===== src/rtl/draw_pkg.sv =====
// Shared types for the rectangle draw command path: field widths, command payload, sequencer states.
package draw_pkg;

  localparam int unsigned X_W = 8;
  localparam int unsigned Y_W = 7;
  localparam int unsigned S_W = 5;
  localparam int unsigned C_W = 3;

  typedef struct packed {
    logic [X_W-1:0] x;
    logic [Y_W-1:0] y;
    logic [S_W-1:0] w;
    logic [S_W-1:0] h;
    logic [C_W-1:0] c;
  } rect_cmd_t;

  typedef enum logic [1:0] {
    IDLE,
    LOAD,
    RUN,
    RELEASE
  } seq_state_t;

endpackage


===== src/rtl/rect_fifo.sv =====
// Synchronous FIFO of rectangle commands; power-of-two depth, wrapping pointers, separate occupancy counter.
module rect_fifo
  import draw_pkg::*;
#(
  parameter int unsigned DEPTH = 8
) (
  input  logic                           clk,
  input  logic                           resetn,
  input  logic                           push,
  input  rect_cmd_t                      push_data,
  input  logic                           pop,
  output rect_cmd_t                      head,
  output logic                           full,
  output logic                           empty,
  output logic [$clog2(DEPTH+1)-1:0]     count
);

  localparam int unsigned PTR_W = $clog2(DEPTH);
  localparam int unsigned CNT_W = $clog2(DEPTH+1);

  rect_cmd_t         mem [DEPTH];
  logic [PTR_W-1:0]  wr_ptr;
  logic [PTR_W-1:0]  rd_ptr;
  logic              do_push;
  logic              do_pop;

  assign full    = (count == CNT_W'(DEPTH));
  assign empty   = (count == '0);
  assign do_push = push && !full;
  assign do_pop  = pop && !empty;
  assign head    = mem[rd_ptr];

  // Storage needs no reset; pointers and count define what is valid.
  always_ff @(posedge clk) begin
    if (do_push) mem[wr_ptr] <= push_data;
  end

  always_ff @(posedge clk or negedge resetn) begin
    if (!resetn) begin
      wr_ptr <= '0;
      rd_ptr <= '0;
      count  <= '0;
    end else begin
      if (do_push) wr_ptr <= wr_ptr + PTR_W'(1);
      if (do_pop)  rd_ptr <= rd_ptr + PTR_W'(1);
      case ({do_push, do_pop})
        2'b10:   count <= count + CNT_W'(1);
        2'b01:   count <= count - CNT_W'(1);
        default: count <= count;
      endcase
    end
  end

endmodule


===== src/rtl/draw_sequencer.sv =====
// Queues rectangle commands and walks the draw engine through update/draw/done for each one in order.
module draw_sequencer
  import draw_pkg::*;
#(
  parameter int unsigned DEPTH = 8
) (
  input  logic                        clk,
  input  logic                        resetn,
  input  logic                        cmd_valid,
  output logic                        cmd_ready,
  input  logic [X_W-1:0]              cmd_x,
  input  logic [Y_W-1:0]              cmd_y,
  input  logic [S_W-1:0]              cmd_w,
  input  logic [S_W-1:0]              cmd_h,
  input  logic [C_W-1:0]              cmd_c,
  output logic                        draw,
  output logic                        update,
  output logic [X_W-1:0]              rect_x,
  output logic [Y_W-1:0]              rect_y,
  output logic [S_W-1:0]              rect_w,
  output logic [S_W-1:0]              rect_h,
  output logic [C_W-1:0]              rect_c,
  input  logic                        draw_done,
  output logic                        busy,
  output logic [$clog2(DEPTH+1)-1:0]  count
);

  seq_state_t state_q;
  seq_state_t state_d;
  rect_cmd_t  cmd_in;
  rect_cmd_t  fifo_head;
  rect_cmd_t  rect_q;
  logic       fifo_full;
  logic       fifo_empty;
  logic       push;
  logic       pop;
  logic       draw_d;
  logic       update_d;
  logic       busy_d;

  assign cmd_in    = '{x: cmd_x, y: cmd_y, w: cmd_w, h: cmd_h, c: cmd_c};
  assign cmd_ready = !fifo_full;
  // Zero-size rectangles are acknowledged but dropped so the engine never sees width/height 0.
  assign push      = cmd_valid && !fifo_full && (cmd_w != '0) && (cmd_h != '0);

  rect_fifo #(.DEPTH(DEPTH)) u_fifo (
    .clk       (clk),
    .resetn    (resetn),
    .push      (push),
    .push_data (cmd_in),
    .pop       (pop),
    .head      (fifo_head),
    .full      (fifo_full),
    .empty     (fifo_empty),
    .count     (count)
  );

  always_comb begin
    state_d  = state_q;
    pop      = 1'b0;
    case (state_q)
      IDLE: begin
        if (!fifo_empty) begin
          pop     = 1'b1;
          state_d = LOAD;
        end
      end
      LOAD:    state_d = RUN;
      RUN:     if (draw_done) state_d = RELEASE;
      RELEASE: begin
        state_d = IDLE;
        if (!fifo_empty) begin
          pop     = 1'b1;
          state_d = LOAD;
        end
      end
      default: state_d = IDLE;
    endcase
    // Outputs are decoded from the next state so they register in step with it.
    draw_d   = (state_d == LOAD) || (state_d == RUN);
    update_d = (state_d == LOAD);
    busy_d   = (state_d != IDLE);
  end

  always_ff @(posedge clk or negedge resetn) begin
    if (!resetn) begin
      state_q <= IDLE;
      draw    <= 1'b0;
      update  <= 1'b0;
      busy    <= 1'b0;
      rect_q  <= '0;
    end else begin
      state_q <= state_d;
      draw    <= draw_d;
      update  <= update_d;
      busy    <= busy_d;
      if (pop) rect_q <= fifo_head;
    end
  end

  assign rect_x = rect_q.x;
  assign rect_y = rect_q.y;
  assign rect_w = rect_q.w;
  assign rect_h = rect_q.h;
  assign rect_c = rect_q.c;

endmodule


===== config.mk =====
export PLATFORM = sky130hd
export DESIGN_NAME = draw_sequencer
export DESIGN_NICKNAME = d
export VERILOG_FILES = /design/src/rtl/draw_pkg.sv /design/src/rtl/rect_fifo.sv /design/src/rtl/draw_sequencer.sv
export SDC_FILE = /design/constraint.sdc
export NUM_CORES = 1
export LEC_CHECK = 0
export ABC_AREA = 1
export CAP_MARGIN = 20
export CORE_ASPECT_RATIO = 0.6
export CORE_MARGIN = 1.5
export CORE_UTILIZATION = 28
export CTS_CLUSTER_SIZE = 28
export DETAILED_ROUTE_END_ITERATION = 10
export PLACE_DENSITY = 0.53
export SKIP_LAST_GASP = 1
export SLEW_MARGIN = 10
export SYNTH_ARGS = -nofsm -noshare
export SYNTH_HDL_FRONTEND = slang
export SYNTH_SLANG_ARGS = --single-unit

===== constraint.sdc =====
create_clock -name clk -period 4.8 [get_ports clk]
set_clock_uncertainty 0.2 [all_clocks]
set_input_delay 0.96 -clock clk [delete_from_list [all_inputs] [get_ports clk]]
set_output_delay 0.96 -clock clk [all_outputs]
set_load 0.01 [all_outputs]

# Yosys cells after proc, flatten, opt, wreduce, memory -nomap -nowiden
# Memory sizes are Yosys's and may differ from the RTL's. A register that Yosys moved wholly into a read port is not among the register bits.
# Cells that the tools add are included.
# word_totals
ram_bits	224
input_bits	32
output_inout_bits	36
register_bits	15
n_memories	1
# classes
add_sub_neg	4
eq_ne	8
n_reduce_logical	16
muxes	9
# memory_table
name	words	width	read_ports	rd_clocked_by_memory_dff	write_ports	line	text
u_fifo.mem	8	28	1	1	1	rect_fifo.sv:21	rect_cmd_t mem [DEPTH];
# op_table
operator	n
$reduce_bool A5 Y1	2
$eq A2 B2 Y1 const B	4
$pmux W2 S4	1
$pmux W4 S2	1
$add A3 B1 Y3 const B	2
$eq A2 B1 Y1 const B	3
$logic_and A1 B1 Y1	5
$mux W1	5
$add A4 B1 Y4 const B	1
$eq A4 B4 Y1 const B	1
$logic_not A4 Y1	1
$mux W2	2
$reduce_bool A2 Y1	2
$sub A4 B1 Y4 const B	1
$logic_not A1 Y1	3
$logic_not A2 Y1	1
$reduce_or A2 Y1	1
$logic_or A1 B1 Y1	1

# Depth between registers and ports, before layout
# logic_depth
ltp_word	8
mapped_depth	15

# Cells and area by module
# From an unflattened synthesis, not the netlist that was laid out.
# unflattened
hier_cells	1206
area_unflattened_um2	11681.2
# modules_own_cells
module	area_each_um2	n_inst	cells_each
rect_fifo	10262.3	1	1048
draw_sequencer	1418.9	1	158

# Worst setup path after synthesis
# No wires, ideal clock.
# synth_timing
path_kind	input to register
from	input port cmd_w[4]
to	memory u_fifo.mem[0][0] (netlist bit) (enable)
required_time_ps	4187
slack_ps	1577
arrival_time_ps	2610
stages	6
setup_ps	413
cell_sequence	nor3_1 -> nand2_1 -> nand2_1 -> nor2_2 -> nand2_1 -> nor2_1
# synth_via
elab_chain_cells	6
# synth_lines
element	line	text
start: declaration	draw_sequencer.sv:13	input logic [S_W-1:0] cmd_w,
$reduce_bool A5 Y1	draw_sequencer.sv:44	assign push = cmd_valid && !fifo_full && (cmd_w != '0) && (cmd_h != '0);
$logic_and A1 B1 Y1 (2 in series)	draw_sequencer.sv:44	
$logic_and A1 B1 Y1	rect_fifo.sv:29	assign do_push = push && !full;
$mux W1	rect_fifo.sv:35	if (do_push) mem[wr_ptr] <= push_data;
$mux W1 (implied by the code)	rect_fifo.sv:35	
end: declaration	rect_fifo.sv:21	
# No other way between the ends.

# Worst setup path after layout
# layout_timing
from	input port cmd_h[1]
to	memory u_fifo.mem[0][4] (netlist bit) (enable)
# layout_via
elab_chain_cells	5
# layout_lines
element	line	text
start: declaration	draw_sequencer.sv:14	input logic [S_W-1:0] cmd_h,
$reduce_bool A5 Y1	draw_sequencer.sv:44	
$logic_and A1 B1 Y1	draw_sequencer.sv:44	
$logic_and A1 B1 Y1	rect_fifo.sv:29	
$mux W1	rect_fifo.sv:35	
$mux W1 (implied by the code)	rect_fifo.sv:35	
# No other way between the ends.

==> impl_metrics.yaml <==
outcome:
  status: "finished, final reports clean"
final_layout:
  drive_above_1_share: 0.0700
  multi_input_area_um2: 2490
  final_area_um2: 12700
  num_antenna_cells: 0
  seqCellArea_um2: 7810
  nFillCells: 3750
  nNetsFinal: 996
  syn_to_final_growth_pct: 19.5
worst_setup_path:
  crit_buf_inv: 2
  path_class: "in2reg"
  crit_chain: "clkdlybuf4s50_1, nor2_1, nand2_1, nand2_1, nor2_2, nand2_1, nor2_4, buf_4"
  cp.required_ps: 4830
  max_stage_delay_ps: 680
  cp.arrival_ps: 3300
  crit_cells: 8
  reg2reg_slack_ps: 1580
  worstPathMaxFanout: 17
  start_kind: "input port"
  cp_top_family: "simple AND/OR/NAND/NOR gates"
  worst_r2r_path_depth: 14
  crit_slowest_cell: "clkdlybuf4s50_1"
  cp_common_cell: "nand2_1"
  critPathCaptureType: "flip-flop"
detailed_routing:
  drt_iter0_drc: 657
  drt_drc_violations_left: 0
  routed_wl_um: 25900
  wl_met1_um: 13300
  vias: 6591
  drt-pass1-iter-count: 5
  dr_wl_met2_um: 11100
  wl_met3_um: 1170
  wl_per_cell_um: 17.5
  via_per_inst: 4.44
  routed.top_layer: "met4"
  ant_nets: 0
place:
  numPortBuffers: 67
  placed_cell_area_um2: 12000
  dp_hpwl_um: 14800
  gp_congestion: 0.714
synthesis:
  yosysMostFrequentCell: "edfxtp_1"
  synth_top_area_frac: 0.631
  synth_edf_count: 224
  synth-main-ff-cell: "edfxtp_1"
  synth_area_um2: 10700
  syn_inst: 889
  yosysWarnings: 0
  synth_cell_types: 25
  synth_commonest_cells: "224 x edfxtp_1, 185 x nor2_1, 115 x nand2_1"
  syn_nets: 931
  ys_ff_latch: 267
  synth-seq-area-share: 0.732
  yosys.area.top_type: "edfxtp_1"
  avgSynthCellArea_um2: 12.0
  synth_async_sr_flop_share: 0.161
  yosys-top-cells-area: "edfxtp_1 63%, dfrtp_1 10%, nor2_1 6.5%"
floorplan:
  die_area_um2: 39300
  die_h_um: 154
  core_um2: 37600
  io_pins: 68
  initial_core_util: 0.284
  rows: 55
  fp.dieW_um: 255
power:
  p_leak_nw: 4.60
  powerDensity_nw_per_um2: 644
  total_power_mw: 8.20
  peakVddDrop_uv: 303
sta:
  holdWs_ps: 247
  slew_headroom: 0.360
  post-route-min-period_ps: 3270
  min_period_over_period: 0.682
  max_freq_mhz: 305
  rsz0062_at_grt: "no"
  setup_tns_ps: 0
  tightest_slew_ps: 959
  maxSlewViolCount: 0
  setup_viol: 0
  hold_viol: 0
clocking:
  clk_root_buffer_cell: "clkbuf_16"
  clkTransAtPathRegs_ps: 60
  cts_sinks: 267
  cts_resized: 0
  cts_tree: "built"
  clk-insertion-delay-late_ps: 530
  cts-htree-levels: 1
  post_cts_buffers: 0
  holdBufCountCts: 0
  clk_path_buf_depth: 3
  cts_buffers: 25
global_route:
  grtUsageTotal: 0.134
  grt_start_max_net_pins: 91
  antenna_found_initial: 0
  grt_pass1_wl_um: 40100
  globalRouteOverflowTotal: 0
  grt_pass1_vias: 6413
min_path:
  hold_class: "in2async"
run:
  cap_violations: 0
## placed cells by master, fill, tap and decap left out, types with 10 or more instances in the layout
cell type        instances
inv_1                   45
nand2_1                115
o21ai_1                 21
nand3_1                 88
clkdlybuf4s50_1         66
ha_1                    10
edfxtp_1               224
clkbuf_16               25
dfrtp_1                 42
buf_4                   17
nor2_1                 177
o21ai_0                 67
o211ai_1                28
## path summary, 6_finish.rpt
kind | from | end
setup / recovery | cmd_h[1] | u_fifo.mem[0][4]
hold / removal | resetn | rect_h[4]
setup reg to reg | state_q[0] | u_fifo.count[2]
hold reg to reg | rect_c[1] | rect_c[1]
max in group asynchronous | resetn | u_fifo.rd_ptr[0]
min in group clk | rect_c[1] | rect_c[1]
## routing by layer
metal	global-route usage	up-vias
met4	0.0248	0
met3	0.0244	33
met2	0.196	144
met5	0	-
met1	0.208	3208
li1	-	3206
## report_power, final
group          switching [mW]  leakage, nW  total [mW]  internal, mW
registers               0.234         2.55        3.22          2.99
clock network           0.847        0.386        1.94          1.10
logic                    1.99         1.67        3.03          1.05
total                    3.07         4.60        8.20          5.13
## through the flow
step	utilization	cells	setup WS (ps)
2_1_floorplan	-	889	1580
3_3_place_gp	0.318	1440	961
3_5_place_dp	0.318	1440	936
4_1_cts	0.339	1484	1490
5_1_grt	0.339	1484	1150
6_report	0.339	1484	1530
## sequential cells by signal, indices dropped and copies added, names as in the netlist
name	count
rect_y	7
u_fifo.mem	224
draw	1
rect_h	5
rect_w	5
rect_c	3
busy	1
u_fifo.count	4
u_fifo.wr_ptr	3
rect_x	8
update	1
u_fifo.rd_ptr	3
state_q	2
## cells by family (layout without fill, tap and decap cells)
kind of cell,Yosys count,after routing,share of synthesized area
xor+xnor,5,5,0.00411
fa+ha+maj,10,10,0.0117
buf+inv,95,177,0.0394
flops,267,267,0.732
compound gates,120,120,0.0635
simple gates,392,392,0.149
## worst register-to-register path, stage by stage, from the launching register on
cell     delay (ps)
dfrtp_1         390
inv_1            80
ha_1            300
inv_1            70
nand2_1          70
buf_4           400
inv_1           420
ha_1            370
nand2_1          70
inv_1            50
nor2_1          120
ha_1            160
a21oi_1          50
or2_2           300
a31oi_1         120
## layout make-up
class                   instances  area share
clock inverters                10     0.00767
multi-input cells             527       0.196
well taps                     513      0.0504
inverters                      47      0.0140
clock buffers                  34      0.0534
repair buffers                 86      0.0655
flip-flops and latches        267       0.613
Note: power is estimated with default switching activity, not from simulation.
